<file path="src/rtl/pipe_hazard_ctrl_if.sv">
// Hazard/event bundle between the pipeline stages and the hazard controller.
// Requests flow from the pipeline (master) to the controller (slave); the
// controller returns per-stage stall/flush vectors, PC redirect and perf counters.
interface pipe_hazard_ctrl_if #(
  parameter int NSTAGES = 5,
  parameter int XLEN    = 32,
  parameter int CNT_W   = 32
);
  // requests from ID / EXE / MEM
  logic               loaduse_hazard_i;
  logic               branch_taken_i;
  logic [XLEN-1:0]    branch_target_i;
  logic               exe_busy_i;
  logic               mem_req_i;
  logic               mem_ready_i;
  // controls back to the pipeline registers and PC
  logic [NSTAGES-1:0] stall_o;
  logic [NSTAGES-1:0] flush_o;
  logic               redirect_o;
  logic [XLEN-1:0]    redirect_pc_o;
  logic [CNT_W-1:0]   stall_cnt_o;
  logic [CNT_W-1:0]   flush_cnt_o;

  modport master (
    output loaduse_hazard_i, branch_taken_i, branch_target_i,
           exe_busy_i, mem_req_i, mem_ready_i,
    input  stall_o, flush_o, redirect_o, redirect_pc_o,
           stall_cnt_o, flush_cnt_o
  );

  modport slave (
    input  loaduse_hazard_i, branch_taken_i, branch_target_i,
           exe_busy_i, mem_req_i, mem_ready_i,
    output stall_o, flush_o, redirect_o, redirect_pc_o,
           stall_cnt_o, flush_cnt_o
  );
endinterface

</file>
<file path="src/rtl/pipe_hazard_ctrl.sv">
// Pipeline hazard controller: prioritised mem-wait / exe-busy / redirect / load-use
// stall+flush generation, wrong-path fetch shadow flush, and stall/flush perf counters.
// Ports: clk_i, rst_i (sync, active-high), hz = slave side of pipe_hazard_ctrl_if.
// Outputs are combinational (zero latency); FSM, shadow counter and counters update on clk_i.
module pipe_hazard_ctrl #(
  parameter int NSTAGES   = 5,
  parameter int ID_STAGE  = 1,
  parameter int EXE_STAGE = 2,
  parameter int MEM_STAGE = 3,
  parameter int XLEN      = 32,
  parameter int MEM_WAIT  = 0,
  parameter int FETCH_LAT = 1,
  parameter int CNT_W     = 32
) (
  input  logic             clk_i,
  input  logic             rst_i,
  pipe_hazard_ctrl_if.slave hz
);

  typedef enum logic {RUN, MWAIT} state_e;

  // wait counter preload: the RUN cycle that detects the access already counts as one wait
  localparam logic [3:0] WCNT_LOAD  = (MEM_WAIT > 0) ? 4'(MEM_WAIT - 1) : 4'd0;
  localparam logic [1:0] SHCNT_LOAD = 2'(FETCH_LAT);

  state_e             state_q, state_d;
  logic [3:0]         wcnt_q, wcnt_d;
  logic [1:0]         shcnt_q, shcnt_d;
  logic [CNT_W-1:0]   stall_cnt_q, stall_cnt_d;
  logic [CNT_W-1:0]   flush_cnt_q, flush_cnt_d;

  logic               memstall;
  logic               exestall;
  logic               redirect;
  logic               loaduse;
  logic [NSTAGES-1:0] stall;
  logic [NSTAGES-1:0] flush;

  always_comb begin
    state_d     = state_q;
    wcnt_d      = wcnt_q;
    shcnt_d     = shcnt_q;
    stall_cnt_d = stall_cnt_q;
    flush_cnt_d = flush_cnt_q;
    stall       = '0;
    flush       = '0;

    // mem stall: a fresh access in RUN, or an outstanding one in MWAIT
    if (state_q == RUN)
      memstall = hz.mem_req_i && ((MEM_WAIT > 0) || !hz.mem_ready_i);
    else
      memstall = (wcnt_q != 4'd0) || !hz.mem_ready_i;

    exestall = !memstall && hz.exe_busy_i;
    redirect = !memstall && !exestall && hz.branch_taken_i;
    loaduse  = !memstall && !exestall && !redirect && hz.loaduse_hazard_i;

    for (int k = 0; k < NSTAGES; k++) begin
      if (memstall) begin
        if (k <= MEM_STAGE)     stall[k] = 1'b1;
        if (k == MEM_STAGE + 1) flush[k] = 1'b1;
      end else if (exestall) begin
        if (k <= EXE_STAGE)     stall[k] = 1'b1;
        if (k == EXE_STAGE + 1) flush[k] = 1'b1;
      end else if (redirect) begin
        if (k < EXE_STAGE)      flush[k] = 1'b1;
      end else if (loaduse) begin
        if (k < ID_STAGE)       stall[k] = 1'b1;
        if (k == ID_STAGE)      flush[k] = 1'b1;
      end
    end

    // wrong-path fetch shadow: kill IF output while fetches issued before the
    // redirect drain; a held IF register keeps its wrong-path word, so hold shcnt
    if (redirect) begin
      shcnt_d = SHCNT_LOAD;
    end else if (shcnt_q != 2'd0 && !stall[0]) begin
      flush[0] = 1'b1;
      shcnt_d  = shcnt_q - 2'd1;
    end

    // memory wait FSM
    case (state_q)
      RUN: begin
        if (memstall) begin
          state_d = MWAIT;
          wcnt_d  = WCNT_LOAD;
        end
      end
      MWAIT: begin
        if (!memstall)
          state_d = RUN;
        else if (wcnt_q != 4'd0)
          wcnt_d = wcnt_q - 4'd1;
      end
      default: state_d = RUN;
    endcase

    if (stall[0]) stall_cnt_d = stall_cnt_q + CNT_W'(1);
    if (redirect) flush_cnt_d = flush_cnt_q + CNT_W'(1);
  end

  always_ff @(posedge clk_i) begin
    if (rst_i) begin
      state_q     <= RUN;
      wcnt_q      <= 4'd0;
      shcnt_q     <= 2'd0;
      stall_cnt_q <= '0;
      flush_cnt_q <= '0;
    end else begin
      state_q     <= state_d;
      wcnt_q      <= wcnt_d;
      shcnt_q     <= shcnt_d;
      stall_cnt_q <= stall_cnt_d;
      flush_cnt_q <= flush_cnt_d;
    end
  end

  // during reset every stage register loads a bubble and nothing holds
  assign hz.stall_o       = rst_i ? '0 : stall;
  assign hz.flush_o       = rst_i ? '1 : flush;
  assign hz.redirect_o    = rst_i ? 1'b0 : redirect;
  assign hz.redirect_pc_o = hz.branch_target_i;
  assign hz.stall_cnt_o   = stall_cnt_q;
  assign hz.flush_cnt_o   = flush_cnt_q;

endmodule

</file>
<file path="src/flat_wrapper.sv">
// flat-port wrapper written by rule: the top's interface ports become plain ports
module pipe_hazard_ctrl_flat 
#(
  parameter int NSTAGES   = 5,
  parameter int ID_STAGE  = 1,
  parameter int EXE_STAGE = 2,
  parameter int MEM_STAGE = 3,
  parameter int XLEN      = 32,
  parameter int MEM_WAIT  = 0,
  parameter int FETCH_LAT = 1,
  parameter int CNT_W     = 32
)
  (clk_i, rst_i, hz_loaduse_hazard_i, hz_branch_taken_i, hz_branch_target_i, hz_exe_busy_i, hz_mem_req_i, hz_mem_ready_i, hz_stall_o, hz_flush_o, hz_redirect_o, hz_redirect_pc_o, hz_stall_cnt_o, hz_flush_cnt_o);
  pipe_hazard_ctrl_if #(.NSTAGES(NSTAGES), .XLEN(XLEN), .CNT_W(CNT_W)) hz_i ();
  input  logic clk_i;
  input  logic rst_i;
  input wire logic [$bits(hz_i.loaduse_hazard_i)-1:0] hz_loaduse_hazard_i;
  input wire logic [$bits(hz_i.branch_taken_i)-1:0] hz_branch_taken_i;
  input wire logic [$bits(hz_i.branch_target_i)-1:0] hz_branch_target_i;
  input wire logic [$bits(hz_i.exe_busy_i)-1:0] hz_exe_busy_i;
  input wire logic [$bits(hz_i.mem_req_i)-1:0] hz_mem_req_i;
  input wire logic [$bits(hz_i.mem_ready_i)-1:0] hz_mem_ready_i;
  output wire logic [$bits(hz_i.stall_o)-1:0] hz_stall_o;
  output wire logic [$bits(hz_i.flush_o)-1:0] hz_flush_o;
  output wire logic [$bits(hz_i.redirect_o)-1:0] hz_redirect_o;
  output wire logic [$bits(hz_i.redirect_pc_o)-1:0] hz_redirect_pc_o;
  output wire logic [$bits(hz_i.stall_cnt_o)-1:0] hz_stall_cnt_o;
  output wire logic [$bits(hz_i.flush_cnt_o)-1:0] hz_flush_cnt_o;
  assign hz_i.loaduse_hazard_i = hz_loaduse_hazard_i;
  assign hz_i.branch_taken_i = hz_branch_taken_i;
  assign hz_i.branch_target_i = hz_branch_target_i;
  assign hz_i.exe_busy_i = hz_exe_busy_i;
  assign hz_i.mem_req_i = hz_mem_req_i;
  assign hz_i.mem_ready_i = hz_mem_ready_i;
  assign hz_stall_o = hz_i.stall_o;
  assign hz_flush_o = hz_i.flush_o;
  assign hz_redirect_o = hz_i.redirect_o;
  assign hz_redirect_pc_o = hz_i.redirect_pc_o;
  assign hz_stall_cnt_o = hz_i.stall_cnt_o;
  assign hz_flush_cnt_o = hz_i.flush_cnt_o;
  pipe_hazard_ctrl #(.NSTAGES(NSTAGES), .ID_STAGE(ID_STAGE), .EXE_STAGE(EXE_STAGE), .MEM_STAGE(MEM_STAGE), .XLEN(XLEN), .MEM_WAIT(MEM_WAIT), .FETCH_LAT(FETCH_LAT), .CNT_W(CNT_W)) u_core (.clk_i(clk_i), .rst_i(rst_i), .hz(hz_i));
endmodule
</file>
<file path="config.mk">
export PLATFORM = sky130hd
export DESIGN_NAME = pipe_hazard_ctrl_flat
export DESIGN_NICKNAME = d
export VERILOG_FILES = /design/src/rtl/pipe_hazard_ctrl_if.sv /design/src/rtl/pipe_hazard_ctrl.sv /design/src/flat_wrapper.sv
export SDC_FILE = /design/constraint.sdc
export NUM_CORES = 1
export LEC_CHECK = 0
export ABC_AREA = 1
export BUFFER_PORTS_ARGS = -buffer_cell sky130_fd_sc_hd__buf_4
export CELL_PAD_IN_SITES_DETAIL_PLACEMENT = 1
export CELL_PAD_IN_SITES_GLOBAL_PLACEMENT = 1
export CORE_MARGIN = 4
export CORE_UTILIZATION = 34
export DETAILED_ROUTE_END_ITERATION = 12
export PLACE_DENSITY = 0.79
export SYNTH_ARGS = -nofsm -noshare
export SYNTH_HDL_FRONTEND = slang
export SYNTH_SLANG_ARGS = --single-unit
</file>
<file path="constraint.sdc">
create_clock -name clk_i -period 2.1 [get_ports clk_i]
set_clock_uncertainty 0.15 [all_clocks]
set_input_delay 0.21 -clock clk_i [delete_from_list [all_inputs] [get_ports clk_i]]
set_output_delay 0.21 -clock clk_i [all_outputs]
set_load 0.1 [all_outputs]
</file>
# == Yosys cells after proc, flatten, opt, wreduce, memory -nomap -nowiden ==
# Cells that the tools add are included.
# word_totals
register_bits,71
elab_cells,58
# op_classes
addsub,4
eq_ne,3
n_mux,26
bitwise_logic,1
n_reduce_logical,18
# ops
op,count
32-bit by 1-bit adder with 32-bit output (second input constant),2
1-bit 2-to-1 mux,20
4-bit 2-to-1 mux,4
4-bit one-hot mux with 2 select lines,1
1-bit logical AND,7
1-bit zero test,5
5-bit 2-to-1 mux,1
2-bit inequality test (second input constant),2
2-bit nonzero test,2
4-bit nonzero test,1
4-bit by 1-bit subtractor with 4-bit output (second input constant),1
3-bit AND reduction,1
2-bit by 1-bit inequality test with 1-bit output (second input constant),1
2-bit OR reduction,1
2-bit by 1-bit subtractor with 2-bit output (second input constant),1
1-bit logical OR,1
1-bit NOT,1

# == Longest topological paths before layout ==
# depth
ltp_word,20
mapped_depth,11

# == Least setup slack after synthesis ==
# No wires, ideal clock.
# synth_path
path_type,register to output
from,register u_core.wcnt_q[0]
to,output hz_flush_o[3]
arrival_time_ns,2.931
required_ns,1.740
path_slack_ns,-1.191
path_stages_with_launch,7
path_buffers,0
path_cell_list,dfxtp_1 -> inv_1 -> ha_1 -> nand3_1 -> nand2_2 -> nand2_1 -> o21ai_0
# synth_between
elab_chain_len,8
# synth_rtl
element,line_no,rtl
start: declaration,pipe_hazard_ctrl.sv:27,"logic [3:0] wcnt_q, wcnt_d;"
start signal: assignment,pipe_hazard_ctrl.sv:112,wcnt_q <= wcnt_d;
4-bit nonzero test (*),pipe_hazard_ctrl.sv:52,memstall = (wcnt_q != 4'd0) || !hz.mem_ready_i;
1-bit logical OR (*),pipe_hazard_ctrl.sv:52,
1-bit 2-to-1 mux (*),pipe_hazard_ctrl.sv:49,if (state_q == RUN)
1-bit zero test,pipe_hazard_ctrl.sv:54,exestall = !memstall && hz.exe_busy_i;
1-bit logical AND,pipe_hazard_ctrl.sv:54,
1-bit 2-to-1 mux,pipe_hazard_ctrl.sv:62,end else if (exestall) begin
1-bit 2-to-1 mux (*),pipe_hazard_ctrl.sv:59,if (memstall) begin
5-bit 2-to-1 mux (*),pipe_hazard_ctrl.sv:121,assign hz.flush_o = rst_i ? '1 : flush;
end: declaration,flat_wrapper.sv:24,output wire logic [$bits(hz_i.flush_o)-1:0] hz_flush_o;
# Mark *: on every way between the ends. The rest lies on a longest branch, timed or not.

# == Worst setup path in the final report ==
# layout_path
from,register u_core.wcnt_q[0]
to,output hz_flush_o[0]
# layout_between
elab_chain_len,20
# layout_rtl
element,line_no,rtl
4-bit nonzero test (*),pipe_hazard_ctrl.sv:52,
1-bit logical OR (*),pipe_hazard_ctrl.sv:52,
1-bit 2-to-1 mux (*),pipe_hazard_ctrl.sv:49,
1-bit zero test,"pipe_hazard_ctrl.sv:54, pipe_hazard_ctrl.sv:55, pipe_hazard_ctrl.sv:56",
1-bit logical AND,pipe_hazard_ctrl.sv:54,
1-bit zero test,"pipe_hazard_ctrl.sv:55, pipe_hazard_ctrl.sv:56",
1-bit logical AND,"pipe_hazard_ctrl.sv:55, pipe_hazard_ctrl.sv:56",
1-bit logical AND,pipe_hazard_ctrl.sv:55,redirect = !memstall && !exestall && hz.branch_taken_i;
(+4 left out),-,
1-bit 2-to-1 mux,pipe_hazard_ctrl.sv:65,end else if (redirect) begin
1-bit 2-to-1 mux,pipe_hazard_ctrl.sv:62,
1-bit 2-to-1 mux,pipe_hazard_ctrl.sv:59,
1-bit zero test,pipe_hazard_ctrl.sv:77,end else if (shcnt_q != 2'd0 && !stall[0]) begin
1-bit logical AND,pipe_hazard_ctrl.sv:77,
1-bit 2-to-1 mux,pipe_hazard_ctrl.sv:77,
1-bit 2-to-1 mux (*),pipe_hazard_ctrl.sv:75,if (redirect) begin
5-bit 2-to-1 mux (*),pipe_hazard_ctrl.sv:121,
# Marks and branches as above.

==> metrics <==
register bit count reported by yosys=~70; worst-skew pair later-pin latency=~340 ps; CTS Sinks=between 70 and 80; PortBufs=80; final worst slack=about 33 ps; Synth Area per Inst=~6 um^2; RR Endpoint=u_core.hz.stall_cnt_o[18]; critical path arrival=approximately 1700 ps; Yosys top cell area share=0.319; CP Cell Sequence=inv_2, ha_4, nand3_4, nand2_4, nand4_4, inv_2, nand2_1, nand2_2, buf_12; vias per cell=4.95; Core ar.=roughly 13000 um^2; ratio of cells with drive above 1 in the final layout=0.228; launch point of the worst reg-to-reg path=u_core.hz.stall_cnt_o[0]; gpl congestion=between 0.8 and 0.9; root buffer cell=clkbuf_16; critical path required time=1740 ps; register area=roughly 1500 um^2; WP buf/inv=3; ant diodes=0; Synth area leader=dfxtp_1; Boundary Pins=between 100 and 150; Routed Antenna Nets=0; first-pass GRT wire length=around 24000 um; largest net degree at the start of global routing=31; Synthesized Nets=788; peak supply drop=approximately 0.3 mV; Tmin final=2070 ps; WS Path Type=flip-flop to primary output; Synth area leaders=dfxtp_1 32%, nand2_1 22%, nor2_1 11%; worst min path class=primary input to flip-flop; H-tree depth=3; worst slack, placed=around 25 ps; Worst Hold Margin=slightly below 9 ps; GRT Total Usage=0.205; CP delay by family, top=simple AND/OR/NAND/NOR gates; Site Rows=about 40; register area share after synthesis=0.319; Die Width=approximately 120 um; DRT iter0 DRCs=approximately 220; CTS tree=done; clock-pin slew on the worst setup and hold paths=around 60 ps; Net count, final=roughly 850; DRT Pass-1 Iters=4; total number of vias=just under 5000; Routed WL per cell=roughly 15 um; full die area=about 15000 um^2; cts hold-fix bufs=0; Power Density=664 nW/um^2; Die Y=~120 um; Layout Utilization=0.444; crit-path max FO=5; crit path capture=hz_flush_o[0]; FILL cells=between 1500 and 2000; RSZ-0062 raised after global routing=true; Crit path depth=9; Netlist cell types=30; Startpoint Class=flip-flop; cts bufs inserted=9; Setup crit end kind=primary output; Slowest-stage cell, CP=dfxtp_2; status=finished, final reports clean; Post-Route Setup TNS=0 ps; drt total wl=roughly 15000 um; Final Cycle Share=0.984; Mapped Cells=745; final hold viol count=0; clock buffer depth=2; synthesized cell area=between 4000 and 5000 um^2; Max Cap Viol=0; Initial Util=0.351; final setup violation count=0; Post-DP HPWL=10900 um; maximum clock rate=about 0.48 GHz; crit-path most repeated cell=inv_2; Ys Warns=0; vias in the first global route=5063; initial antenna violation count=0; Synth-to-Final Area Change=26.6%; worst-case reg-to-reg path depth=8; CP max stage delay=roughly 330 ps; fin. max-slew vios=0; Critical Path Source=u_core.wcnt_q[0]; Leak=between 2 and 2.5 nW; Reg2Reg Setup Slack=roughly 140 ps; total grt overflow=0; multi-input logic area=between 2000 and 2500 um^2; # DRC=0
## power breakdown
part | leakage [nW] | total, mW | internal, mW | switching, mW
clock | 0.162 | 1.81 | 1.19 | 0.617
sequential | 0.593 | 1.39 | 1.37 | 0.0208
combinational | 1.43 | 0.546 | 0.171 | 0.375
total | 2.18 | 3.75 | 2.73 | 1.01
## repair_timing
action / 4_1_cts / 5_1_grt
cloned: 2 / 0
endpoints found under the setup margin: 8 / 7
hold endpoints to repair: 0 / 0
resized for setup: 22 / 7
pin swaps: 2 / 2
buffers inserted: 4 / 3
## placed cells by master (no fill, tap or decap), types with 3 or more instances in the layout
cell type	Yosys	final
nor2_1	129	126
o21ai_0	11	10
clkbuf_16	0	9
xor2_1	7	7
dfxtp_1	71	32
ha_1	4	3
xnor2_1	4	4
nand2_1	267	264
buf_4	35	89
a21oi_1	47	47
nand3_1	39	38
nand4_1	4	4
inv_2	3	8
buf_12	0	6
nor2_2	7	10
nor3_1	14	14
dfxtp_2	0	39
clkinvlp_4	0	4
bufinv_16	0	3
inv_1	71	64
## logic make-up after synthesis
logic type	count (synthesis)	synth area share
adder cells (fa/ha/maj)	4	0.0112
AND/OR/NAND/NOR	472	0.436
flip-flops	71	0.319
other	1	0.000841
XOR/XNOR	11	0.0216
AO/OA/AOI/OAI	61	0.0724
buffers and inverters	125	0.139
## worst min path at each step
stage / start / endpoint / depth (start not counted) / slack (ps)
final: rst_i / u_core.hz.stall_cnt_o[15] / 2 / 9
after global routing: rst_i / u_core.hz.stall_cnt_o[7] / 2 / 20
after CTS: rst_i / u_core.hz.stall_cnt_o[7] / 2 / 0.2
after detailed placement: hz_branch_target_i[11] / hz_redirect_pc_o[11] / 0 / 270
after global placement: hz_branch_target_i[11] / hz_redirect_pc_o[11] / 0 / 270
after floorplan: u_core.wcnt_q[0] / u_core.wcnt_q[0] / 1 / 280
## state kept, by name (all words and copies together), names as in the netlist
register,count
u_core.shcnt_q,2
u_core.hz.flush_cnt_o,32
u_core.state_q,1
u_core.wcnt_q,4
u_core.hz.stall_cnt_o,32
## metal layers
layer / share of wire / wire length [um] / track usage
met5: 0 / 0 / 0
met4: 0.023 / 337 / 0.0847
met3: 0.033 / 499 / 0.0336
met2: 0.52 / 7800 / 0.382
met1: 0.42 / 6300 / 0.230
## through the flow
step                cell area, um^2  std cells  power, mW
detailed placement             5080        954       1.87
finish                         5650        979       3.75
global route                   5650        979       3.87
CTS                            5610        976       3.78
floorplan                      4530        745       2.05
global placement               5080        954       1.86
## cell type report
class                   count  area share
clock buffers              11      0.0430
clock inverters             5      0.0186
inverters                  74      0.0505
multi-input cells         549       0.438
flip-flops and latches     71       0.260
well taps                 172      0.0381
repair buffers             97       0.151
## cell usage after synthesis
cell / instances
nand2_1: 267
nor2_1: 129
dfxtp_1: 71
inv_1: 71
a21oi_1: 47
nand3_1: 39
buf_4: 35
nor3_1: 14
o21ai_0: 11
clkbuf_1: 9
nor2_2: 7
xor2_1: 7
buf_2: 5
ha_1: 4
nand4_1: 4
xnor2_1: 4
inv_2: 3
buf_6: 2
nand3b_1: 2
nor2_4: 2
nor3b_1: 2
nor3b_2: 2
a21o_1: 1
conb_1: 1
nand2_2: 1
nand4_2: 1
nand4_4: 1
o21bai_4: 1
o22ai_1: 1
or2_1: 1
Power figures use the tool's default switching activity.
